`src/rtl/cpu_trace_uart_if.sv`:
```
// Trace-capture bundle between the CPU datapath observer and its UART side:
// CPU step/value inputs plus the serial line and FIFO status outputs.
interface cpu_trace_uart_if #(
   parameter int unsigned FIFO_DEPTH = 16
);
   localparam int unsigned CNT_W = $clog2(FIFO_DEPTH) + 1;

   logic             en;
   logic [7:0]       pc_in;
   logic [15:0]      reg_in;
   logic             tx;
   logic             busy;
   logic             overflow;
   logic [CNT_W-1:0] fifo_count;

   modport master (
      output en, pc_in, reg_in,
      input  tx, busy, overflow, fifo_count
   );

   modport slave (
      input  en, pc_in, reg_in,
      output tx, busy, overflow, fifo_count
   );
endinterface

```
`src/rtl/cpu_trace_uart.sv`:
```
// Captures {pc, R3} whenever R3 changes (or PC too, with CPU_TRACE_PC_EN defined), buffers
// the records in a FIFO and streams each as a 4-byte 8N1 UART frame: sync, pc, reg hi, reg lo.
module cpu_trace_uart #(
   parameter int unsigned CLKS_PER_BIT = 868,
   parameter int unsigned FIFO_DEPTH   = 16,
   parameter logic [7:0]  SYNC_BYTE    = 8'hA5
) (
   input logic             clk,
   input logic             reset,
   cpu_trace_uart_if.slave bus
);
   localparam int unsigned BAUD_W = $clog2(CLKS_PER_BIT);
   localparam int unsigned PTR_W  = $clog2(FIFO_DEPTH);
   localparam int unsigned CNT_W  = PTR_W + 1;
   localparam logic [BAUD_W-1:0] BAUD_LAST  = BAUD_W'(CLKS_PER_BIT - 1);
   localparam logic [CNT_W-1:0]  FULL_COUNT = CNT_W'(FIFO_DEPTH);

   typedef enum logic [1:0] {StIdle, StStart, StData, StStop} state_t;

   state_t             state_q;
   logic [23:0]        mem [FIFO_DEPTH];
   logic [PTR_W-1:0]   wr_ptr_q;
   logic [PTR_W-1:0]   rd_ptr_q;
   logic [CNT_W-1:0]   count_q;
   logic [15:0]        last_reg_q;
   logic               overflow_q;
   logic               tx_q;
   logic               busy_q;
   logic [23:0]        rec_q;
   logic [BAUD_W-1:0]  baud_q;
   logic [2:0]         bit_idx_q;
   logic [1:0]         byte_idx_q;

   logic               capture;
   logic               full;
   logic               push_ok;
   logic               pop;
   logic [7:0]         cur_byte;

`ifdef CPU_TRACE_PC_EN
   logic [7:0] last_pc_q;

   assign capture = bus.en && ((bus.reg_in != last_reg_q) || (bus.pc_in != last_pc_q));

   always_ff @(posedge clk or posedge reset) begin
      if (reset) begin
         last_pc_q <= 8'h00;
      end else if (bus.en) begin
         last_pc_q <= bus.pc_in;
      end
   end
`else
   assign capture = bus.en && (bus.reg_in != last_reg_q);
`endif

   // Fullness uses the pre-edge count, so a same-cycle pop never rescues a push.
   assign full    = (count_q == FULL_COUNT);
   assign push_ok = capture && !full;
   assign pop     = (state_q == StIdle) && (count_q != '0);

   always_ff @(posedge clk) begin
      if (push_ok) begin
         mem[wr_ptr_q] <= {bus.pc_in, bus.reg_in};
      end
   end

   always_ff @(posedge clk or posedge reset) begin
      if (reset) begin
         wr_ptr_q   <= '0;
         rd_ptr_q   <= '0;
         count_q    <= '0;
         last_reg_q <= 16'h0000;
         overflow_q <= 1'b0;
      end else begin
         if (capture) begin
            last_reg_q <= bus.reg_in;
         end
         if (capture && full) begin
            overflow_q <= 1'b1;
         end
         if (push_ok) begin
            wr_ptr_q <= wr_ptr_q + PTR_W'(1);
         end
         if (pop) begin
            rd_ptr_q <= rd_ptr_q + PTR_W'(1);
         end
         count_q <= count_q + CNT_W'(push_ok) - CNT_W'(pop);
      end
   end

   always_comb begin
      cur_byte = SYNC_BYTE;
      unique case (byte_idx_q)
         2'd0: cur_byte = SYNC_BYTE;
         2'd1: cur_byte = rec_q[23:16];
         2'd2: cur_byte = rec_q[15:8];
         2'd3: cur_byte = rec_q[7:0];
         default: cur_byte = SYNC_BYTE;
      endcase
   end

   // tx and busy are registered from the current state, so the line trails the FSM by one cycle.
   always_ff @(posedge clk or posedge reset) begin
      if (reset) begin
         state_q    <= StIdle;
         tx_q       <= 1'b1;
         busy_q     <= 1'b0;
         rec_q      <= '0;
         baud_q     <= '0;
         bit_idx_q  <= '0;
         byte_idx_q <= '0;
      end else begin
         busy_q <= (state_q != StIdle) || (count_q != '0);
         unique case (state_q)
            StIdle: begin
               tx_q <= 1'b1;
               if (pop) begin
                  rec_q      <= mem[rd_ptr_q];
                  byte_idx_q <= '0;
                  baud_q     <= '0;
                  state_q    <= StStart;
               end
            end
            StStart: begin
               tx_q <= 1'b0;
               if (baud_q == BAUD_LAST) begin
                  baud_q    <= '0;
                  bit_idx_q <= '0;
                  state_q   <= StData;
               end else begin
                  baud_q <= baud_q + BAUD_W'(1);
               end
            end
            StData: begin
               tx_q <= cur_byte[bit_idx_q];
               if (baud_q == BAUD_LAST) begin
                  baud_q <= '0;
                  if (bit_idx_q == 3'd7) begin
                     state_q <= StStop;
                  end else begin
                     bit_idx_q <= bit_idx_q + 3'd1;
                  end
               end else begin
                  baud_q <= baud_q + BAUD_W'(1);
               end
            end
            StStop: begin
               tx_q <= 1'b1;
               if (baud_q == BAUD_LAST) begin
                  baud_q <= '0;
                  if (byte_idx_q == 2'd3) begin
                     state_q <= StIdle;
                  end else begin
                     byte_idx_q <= byte_idx_q + 2'd1;
                     state_q    <= StStart;
                  end
               end else begin
                  baud_q <= baud_q + BAUD_W'(1);
               end
            end
            default: state_q <= StIdle;
         endcase
      end
   end

   assign bus.tx         = tx_q;
   assign bus.busy       = busy_q;
   assign bus.overflow   = overflow_q;
   assign bus.fifo_count = count_q;
endmodule

```
`src/flat_wrapper.sv`:
```
// flat-port wrapper written by rule: the top's interface ports become plain ports
module cpu_trace_uart_flat 
#(
   parameter int unsigned CLKS_PER_BIT = 868,
   parameter int unsigned FIFO_DEPTH   = 16,
   parameter logic [7:0]  SYNC_BYTE    = 8'hA5
)
  (clk, reset, bus_en, bus_pc_in, bus_reg_in, bus_tx, bus_busy, bus_overflow, bus_fifo_count);
  cpu_trace_uart_if #(.FIFO_DEPTH(FIFO_DEPTH)) bus_i ();
  input logic clk;
  input logic reset;
  input wire logic [$bits(bus_i.en)-1:0] bus_en;
  input wire logic [$bits(bus_i.pc_in)-1:0] bus_pc_in;
  input wire logic [$bits(bus_i.reg_in)-1:0] bus_reg_in;
  output wire logic [$bits(bus_i.tx)-1:0] bus_tx;
  output wire logic [$bits(bus_i.busy)-1:0] bus_busy;
  output wire logic [$bits(bus_i.overflow)-1:0] bus_overflow;
  output wire logic [$bits(bus_i.fifo_count)-1:0] bus_fifo_count;
  assign bus_i.en = bus_en;
  assign bus_i.pc_in = bus_pc_in;
  assign bus_i.reg_in = bus_reg_in;
  assign bus_tx = bus_i.tx;
  assign bus_busy = bus_i.busy;
  assign bus_overflow = bus_i.overflow;
  assign bus_fifo_count = bus_i.fifo_count;
  cpu_trace_uart #(.CLKS_PER_BIT(CLKS_PER_BIT), .FIFO_DEPTH(FIFO_DEPTH), .SYNC_BYTE(SYNC_BYTE)) u_core (.clk(clk), .reset(reset), .bus(bus_i));
endmodule
```
`config.mk`:
```
export PLATFORM = sky130hd
export DESIGN_NAME = cpu_trace_uart_flat
export DESIGN_NICKNAME = d
export VERILOG_FILES = /design/src/rtl/cpu_trace_uart_if.sv /design/src/rtl/cpu_trace_uart.sv /design/src/flat_wrapper.sv
export SDC_FILE = /design/constraint.sdc
export NUM_CORES = 1
export LEC_CHECK = 0
export CORE_UTILIZATION = 45
export CTS_CLUSTER_DIAMETER = 30
export DETAILED_ROUTE_END_ITERATION = 8
export HOLD_SLACK_MARGIN = 0.05
export MAX_ROUTING_LAYER = met4
export PLACE_DENSITY_LB_ADDON = 0.2
export SKIP_CTS_REPAIR_TIMING = 1
export SLEW_MARGIN = 5
export SYNTH_ARGS = -nofsm -noshare
export SYNTH_HDL_FRONTEND = slang
export SYNTH_SLANG_ARGS = --single-unit
```
`constraint.sdc`:
```
create_clock -name clk -period 9.7 [get_ports clk]
set_input_delay 0.97 -clock clk [delete_from_list [all_inputs] [get_ports clk]]
set_output_delay 0.97 -clock clk [all_outputs]
set_load 0.01 [all_outputs]
```
==> impl_results.md <==
* Iteration-0 DRC Markers at between 700 and 800
* Clock Skew at 0.0269 ns
* H-tree depth at 3
* Yosys reg bits at 457
* Post-synth EDFFs at approximately 380
* Antenna-violating nets left at 0
* Vias in the first global route at 9680
* Worst r2r src: u_core.bus.fifo_count[2]$_DFF_PP0_
* RSZ-0062 raised after global routing: no
* # rows at 73
* Hold crit path type: reg -> reg
* Initial Util at 45.7%
* F_max at ~250 MHz
* Setup TNS Final at 0 ns
* P per Cell Area at 266 mW/mm^2
* Cell family with most CP delay: simple AND/OR/NAND/NOR gates
* CP cell instances: clkdlybuf4s50_1 > xor2_1 > nor4_1 > nand4_1 > nand4_1 > nor3_2 > buf_4
* Max_slew headroom at 22.3%
* Worst VDD drop at 0.000166 V
* Synth Warn # at 0
* Routed wire per std cell at between 20 and 25 um
* Crit path capture type: flop
* Via density at around 5.6
* Hold worst-path end: u_core.baud_q[9]$_DFFE_PP0P_
* Critical hold path startpoint: u_core.baud_q[9]$_DFFE_PP0P_
* Final WS setup at 5.63 ns
* Startpoint Class: primary input
* Hold Path Cell Cnt at 1
* PortBufs at 34
* Hpwl dp at about 22 mm
* Initial antenna violation count at 0
* Most common cell in the netlist: edfxtp_1
* Inserted Diodes at 0
* Mapped Cells at 950
* Yosys top cell by area: edfxtp_1
* CTS tree: built
* Share of cells above drive strength 1 at 26.9%
* Outcome: finished clean
* Synth cell types at 53
* GRT Residual Overflow at 0
* Clk slew on worst S/H paths at approximately 0.050 ns
* Number of max-cap violations at 0
* Die area at between 0.04 and 0.05 mm^2
* Crit path top cell by count: nand4_1
* Synth top cells by count: edfxtp_1, mux4_2, dfrtp_1
* Crit-path max cell delay at 0.97 ns
* Die Width at 203 um
* Clk buf depth at 3
* Worst Tran Pin Value at 1.16 ns
* Area grow syn2layout at 22.7%
* Critical path class: in -> reg
* CTS sink cnt at 457
* Ports at 35
* Fraction of registers with async set/reset at 16.0%
* Pin count of the biggest net entering global routing at 53
* Total track usage at 20.7%
* R2R setup slack at roughly 6.2 ns
* Number of buffers created by CTS at 90
* Sequential-to-total area share from yosys stat at 73.4%
* Pre-CTS setup slack at 4.99 ns
* CP Buf/Inv Count at 2
* Clock Latency Late Sink at 0.60 ns
* Syn Nets at 1000
* Routed WL at approximately 40 mm
* Final-report hold violation count at 0
* Final period util at 42.0%
* DIE HEIGHT at 203 um
* First-pass GRT wire length at 60.2 mm
* Post-synth top flop: edfxtp_1
* CP max-delay cell: nor3_2
* Ranking of synthesized cells by area: edfxtp_1, mux4_2, dfrtp_1
* Critical path data required time at between 9 and 10 ns
* Layout Nets at 1094
* CORE AREA at about 0.040 mm^2
* Final min period at 4.07 ns
* Worst R2R Path Depth at 9
* Lkg Pwr at 0.00752 uW
* Vias at 9199
* Final setup violating endpoints at 0
* Max Fanout on Critical Path at 18
* Top-area cell type share of the netlist area at 63.4%
* Min Hold Slack at 0.464 ns
* DRC Markers at 0
* Routability Congestion at 0.786
* Average size of a mapped cell at 19.2 um^2
* 1st-pass router iterations at 5
* FF-to-FF End: u_core.rec_q[9]$_DFFE_PP0P_
* Cell area after synthesis at 0.0182 mm^2
* Crit path DAT at 4.35 ns
* Final Max Tran Viols at 0
* CTS root buf: clkbuf_16
## registers in the layout, indices dropped and copies added (netlist names)
signal / cells
u_core.baud_q: 10
u_core.bit_idx_q: 3
u_core.bus.busy: 1
u_core.bus.fifo_count: 5
u_core.bus.overflow: 1
u_core.bus.tx: 1
u_core.byte_idx_q: 2
u_core.last_reg_q: 16
u_core.mem: 384
u_core.rd_ptr_q: 4
u_core.rec_q: 24
u_core.state_q: 2
u_core.wr_ptr_q: 4
## metal layers
layer / GRT usage (%) / vias to the layer above / wire length, um
li1: - / 4061 / -
met3: 4.46 / 69 / 2060
met1: 27.3 / 4819 / 17300
met5: - / - / 0
met2: 31.8 / 250 / 19300
met4: 7.41 / 0 / 910
## cell families after synthesis
group           after synthesis  share of synthesized area, %
xor+xnor                     26                          1.25
buf+inv                      67                          1.59
fa+ha+maj                    23                          1.62
compound gates              107                          3.56
mux                         164                          15.8
simple gates                106                          2.81
flops                       457                          73.4
## worst max path at each step
stage	depth (start not counted)	slack, ns	to	from
floorplan	5	5.95	u_core.mem[3][0]$_DFFE_PP_	bus_reg_in[0]
global placement	7	5.09	u_core.mem[2][1]$_DFFE_PP_	bus_reg_in[8]
detailed placement	7	4.99	u_core.mem[2][1]$_DFFE_PP_	bus_reg_in[8]
CTS	7	5.63	u_core.mem[2][2]$_DFFE_PP_	bus_reg_in[8]
global route	7	5.42	u_core.mem[2][2]$_DFFE_PP_	bus_reg_in[1]
finish	7	5.63	u_core.mem[2][2]$_DFFE_PP_	bus_reg_in[1]
## placed cells by master (no fill, tap or decap), types with 21 or more instances in the layout
cell             count
mux4_2              96
clkbuf_16           91
clkdlybuf4s50_1     34
edfxtp_1           384
a21oi_1             21
mux2i_1             48
ha_1                22
dfrtp_1             69
nor2_1              23
o21ai_0             38
nand2_1             26
## metrics by stage
stage	area, um^2	std cells	total power [uW]	utilization [%]
finish	22300	1643	5930	56.1
global route	22300	1643	6130	56.1
CTS	22300	1643	5990	56.1
detailed placement	19200	1477	2870	48.3
global placement	19200	1477	2860	48.3
floorplan	18200	950	2660	-
## power breakdown
part	switching, uW	total [uW]	internal (uW)
logic	273	428	155
clock network	1020	3100	2080
registers	64.9	2400	2340
total	1360	5930	4570
## area by class of cell
| cell class | instances | area, um^2 |
|---|---|---|
| fill | 3066 | 17500 |
| clock buffer | 100 | 2320 |
| inverter | 20 | 76.3 |
| multi-input combinational | 426 | 4660 |
| tap | 525 | 657 |
| timing repair buffer | 49 | 453 |
| sequential | 457 | 13400 |
| clock inverter | 66 | 783 |
Note: power is estimated with default switching activity, not from simulation.
==> patch 1 (config.mk and constraints unchanged) <==
Compare `count_q` against `FULL_COUNT` with >= in place of ==.
--- a/src/rtl/cpu_trace_uart.sv
+++ b/src/rtl/cpu_trace_uart.sv
@@ -55,5 +55,5 @@
 
    // Fullness uses the pre-edge count, so a same-cycle pop never rescues a push.
-   assign full    = (count_q == FULL_COUNT);
+   assign full    = (count_q >= FULL_COUNT);
    assign push_ok = capture && !full;
    assign pop     = (state_q == StIdle) && (count_q != '0);
Behaviour: same outputs for any inputs over 10 cycles, from zero or initial values and one cycle with reset high; that may be too few to reach the edited logic, so the function may still have changed.
==> patch 1 against the original RTL <==
- power is 1.9% lower
- clock power up 2%
- hold slack gained 0.013 ns
- critical path depth increased by 1
- wire length is 1.0% lower
- final area is 0.59% higher
- die area rose by 0.50%
- area after synthesis is 0.50% higher
- sequential cell count unchanged
- largest cell class unchanged
- worst setup slack worse by 0.068 ns
- critical endpoint is now u_core.mem[7][19]
==> patch 1: results (changes against the original RTL) <==
Timing:
- The worst-case hold slack is 0.476 ns (+0.0129 ns).

Min path:
- The beginning of the worst hold path is u_core.rec_q[5].
- The terminating pin of the worst hold path is u_core.rec_q[5].

Placed design:
- The half-perimeter wire length after detailed placement is 21.4 mm (-0.82%).
- The routability congestion estimate from global placement came to 0.725 (-7.8%).
- The total cell area at the placement stage is 19,300 µm² (+0.26%).
- The minimum setup slack after placement came to 4.95 ns (-0.0451 ns).

Global routing:
- The global-route usage over all layers came to 20.6% (-0.11 points).
- The met3 global-route usage was 4.36% (-0.10 points).
- The via count of the first global-routing pass was 9,755 (+0.77%).
- The first-pass GRT wire length came to 59.8 mm (-0.63%).
- The global routing usage on met2 is 30.7% (-1.1 points).
- The maximum number of pins on one net before global-route repair is 74 (+40%).

Cells and area:
- The fraction of layout instances using a drive strength above 1 was 27.9% (+0.97 points).
- The net count reported at finish is 1,088 (-0.55%).
- The number of fillers in the final layout is 2,968 (-3.2%).

Critical path:
- The endpoint of the worst setup timing path is u_core.mem[7][19].
- The top fanout value on the critical path was 21 (+3).
- The worst reg-to-reg setup slack came to 5.63 ns (-0.60 ns).
- The cell with the largest stage delay on the worst path is sky130_fd_sc_hd__and3b_1.
- The cell count of the worst reg-to-reg path is 15 (+6).

Synth:
- The post-synthesis instance total was 942 (-0.84%).
- Sorting the synthesized cells by how often they occur yields 384 x sky130_fd_sc_hd__edfxtp_1, 94 x sky130_fd_sc_hd__mux4_2, 72 x sky130_fd_sc_hd__dfrtp_1, 48 x sky130_fd_sc_hd__mux2i_1.
- The number of nets produced by synthesis came to 992 (-0.80%).

CTS:
- The insertion delay of the later-clocked pin in the worst-skew pair is 0.62 ns (+0.02 ns).
- The total clock buffers created by CTS is 92 (+2.2%).

Drt:
- The final routed wirelength across all metal layers came to 39.2 mm (-1.0%).
- The count of routing violations after the opening detailed-route iteration is 636 (-10%).
- The vias after detailed routing is 9,289 (+0.98%).

Status:
- The flow ran to the end, and the final reports show no timing, DRC or antenna violations.

Power:
- The total power came to 5820 µW (-1.9%).
[patch 1: cell types whose count changed in the layout (fill, tap and decap cells not counted), sizes merged, moves of 7 or more]
cell and delta:
clkinvlp +11, a22o +7, nor2 -19, o22ai +14, o21ai -15, a21o +14, a21oi -14, xnor2 +16
xor2 -13
[patch 1: cells by family after synthesis]
group	after synthesis	share of synthesized area [%]
adder cells (fa/ha/maj)	23	1.61
AND/OR/NAND/NOR	85	2.41
AO/OA/AOI/OAI	114	4.34
flip-flops	457	73.0
multiplexers	161	15.4
buffers and inverters	73	1.83
XOR/XNOR	29	1.39
[patch 1: area by class of cell]
type / count / area share (%)
clock inverter: 70 / 3.78
tap: 525 / 2.93
clock buffer: 101 / 10.4
sequential: 457 / 59.5
timing repair buffer: 49 / 2.02
inverter: 26 / 0.440
multi-input combinational: 412 / 20.9
[patch 1: per-layer routing]
metal | share of wire [%] | wire length (µm)
met5 | 0 | 0
met4 | 1.8 | 706
met3 | 4.8 | 1860
met2 | 48 | 18600
met1 | 46 | 18000
==> patch 2 (config.mk and constraints unchanged) <==
Without the edit above. `FIFO_DEPTH` is set to 16 in 3 places; all go to 8.
--- a/src/rtl/cpu_trace_uart_if.sv
+++ b/src/rtl/cpu_trace_uart_if.sv
@@ -2,5 +2,5 @@
 // CPU step/value inputs plus the serial line and FIFO status outputs.
 interface cpu_trace_uart_if #(
-   parameter int unsigned FIFO_DEPTH = 16
+   parameter int unsigned FIFO_DEPTH = 8
 );
    localparam int unsigned CNT_W = $clog2(FIFO_DEPTH) + 1;
--- a/src/rtl/cpu_trace_uart.sv
+++ b/src/rtl/cpu_trace_uart.sv
@@ -3,5 +3,5 @@
 module cpu_trace_uart #(
    parameter int unsigned CLKS_PER_BIT = 868,
-   parameter int unsigned FIFO_DEPTH   = 16,
+   parameter int unsigned FIFO_DEPTH   = 8,
    parameter logic [7:0]  SYNC_BYTE    = 8'hA5
 ) (
--- a/src/flat_wrapper.sv
+++ b/src/flat_wrapper.sv
@@ -3,5 +3,5 @@
 #(
    parameter int unsigned CLKS_PER_BIT = 868,
-   parameter int unsigned FIFO_DEPTH   = 16,
+   parameter int unsigned FIFO_DEPTH   = 8,
    parameter logic [7:0]  SYNC_BYTE    = 8'hA5
 )
Interface: changed (resized bus_fifo_count); port bits go from 35 to 34. No check against the original RTL was run, so the function may have changed too.
==> patch 2 against the original RTL <==
- wire length is 46% lower
- first-iteration DRC count down 37%
- count of clock-buffer cells in the layout fell by 44
- register-to-register slack gained 0.10 ns
- worst setup slack improved by 0.70 ns
- area after synthesis is 41% lower
- utilization grew 0.53 points
- final area shrank 41%
- power down 41%
- final cell count shrank 36%
- sequential cell count decreased by 195
- clock skew shrank 0.0073 ns
- critical path type is now register to register
- largest cell class unchanged
==> patch 2: results (changes against the original RTL) <==
Status:
- The flow ran to the end, and the final reports show no timing, DRC or antenna violations.

Placed design:
- The routability congestion estimate from global placement is 0.819 (+4.2%).
- The half-perimeter wire length after detailed placement is 12.8 mm (-41%).
- The number of cells in the design after placement is 955 (-35%).
- The number of buffers inserted by port buffering is 33 (-2.9%).

Drt:
- The count of routing violations after the opening detailed-route iteration was 449 (-37%).
- The vias after detailed routing is 5,741 (-38%).
- The average wire per standard cell is 20.6 µm (-15%).

Global routing:
- The maximum number of pins on one net before global-route repair came to 71 (+34%).
- The global-route usage over all layers is 19.4% (-1.3 points).
- The global routing usage on met2 is 31.7% (-0.11 points).
- The met3 global-route usage is 3.57% (-0.89 points).
- The first-pass GRT wire length is 34.0 mm (-43%).

Synth:
- Counting instances in the post-synthesis netlist gives the leading cell types as 192 x sky130_fd_sc_hd__edfxtp_1, 69 x sky130_fd_sc_hd__dfrtp_1, 48 x sky130_fd_sc_hd__mux4_2, 43 x sky130_fd_sc_hd__nand2_1, 31 x sky130_fd_sc_hd__o21ai_0.
- The post-synthesis share of cell area spent on xor and xnor gates is 1.87% (+0.62 points).
- The number of nets produced by synthesis is 666 (-33%).
- The post-synthesis mux area share is 14.3% (-1.5 points).
- The fraction of the yosys area taken by sequential cells is 69.8% (-3.6 points).
- The count of cell types in the netlist is 61 (+15%).
- The share of synthesized flip-flops with an asynchronous set or reset is 26.7% (+11 points).
- The average footprint of a synthesized cell is 17.4 µm² (-9.2%).
- The post-synthesis share of cell area spent on full adders, half adders and majority gates is 2.39% (+0.77 points).
- The number of flops mapped to enable cells by yosys was 192 (-50%).

Timing:
- The setup skew after layout is 0.0195 ns (-0.00734 ns).

CTS:
- The insertion delay of the later-clocked pin in the worst-skew pair is 0.55 ns (-0.05 ns).
- The H-tree depth is 2 (-1).
- The buffer levels on the longest clock path came to 3 (unchanged).

Cells and area:
- The largest registers in the layout are u_core.mem: 192 flops, u_core.rec_q: 24 flops, u_core.last_reg_q: 16 flops.
- The post-route non-filler standard cell count is 1,048 (-36%).
- The net count reported at finish is 735 (-33%).
- The number of fillers in the final layout is 1,825 (-40%).
- The fraction of layout instances using a drive strength above 1 is 22.8% (-4.2 points).

Power:
- The leakage component of the power is 0.00471 µW (-37%).
- The largest voltage drop on the vdd net is 0.169 mV (+1.9%).

Critical path:
- The peak per-stage delay on the critical path is 0.67 ns (-0.30 ns).
- The kind of cell adding the most delay to the critical path is adder cells.
- The top fanout value on the critical path is 51 (+33).
- The largest individual stage delay along the critical path comes from the cell sky130_fd_sc_hd__nor3b_1.
## patch 2: worst paths after layout
check	start	end	slack [ns]	depth (start not counted)
max	u_core.bus.fifo_count[2]	u_core.bus.fifo_count[2]	6.33	12
max in group asynchronous	reset	u_core.rd_ptr_q[0]	7.99	3
min	u_core.bus.overflow	u_core.bus.overflow	0.48	1
max reg2reg	u_core.bus.fifo_count[2]	u_core.bus.fifo_count[2]	6.33	12
min reg2reg	u_core.bus.overflow	u_core.bus.overflow	0.48	1
min in group asynchronous	reset	u_core.rec_q[21]	1.04	3
## patch 2: power by group through the flow
stage	clock (µW)	sequential (µW)	combinational, µW
after floorplan	0	1420	177
after global placement	0	1420	306
after detailed placement	0	1430	314
after CTS	1830	1410	316
after global routing	1890	1420	340
final	1800	1410	309
## patch 2: layout make-up
type / count / area [µm²] / area share [%]
repair buffers: 47 / 435 / 3.28
flip-flops and latches: 262 / 7520 / 56.7
multi-input cells: 310 / 3070 / 23.1
inverters: 17 / 63.8 / 0.480
well taps: 319 / 399 / 3.01
clock inverters: 37 / 504 / 3.80
clock buffers: 56 / 1280 / 9.67
## patch 2: stage by stage
| step | hold slack, ns | area, µm² | setup WS [ns] |
|---|---|---|---|
| after floorplan | 0.450 | 10800 | 5.19 |
| after global placement | 0.461 | 11500 | 6.27 |
| after detailed placement | 0.466 | 11500 | 6.16 |
| after CTS | 0.486 | 13300 | 6.40 |
| after global routing | 0.511 | 13300 | 6.13 |
| final | 0.484 | 13300 | 6.33 |
## patch 2: layer usage
metal,wire length [µm],vias up
li1,-,2575
met1,9170,2987
met2,10900,136
met3,960,43
met4,497,0
met5,0,-
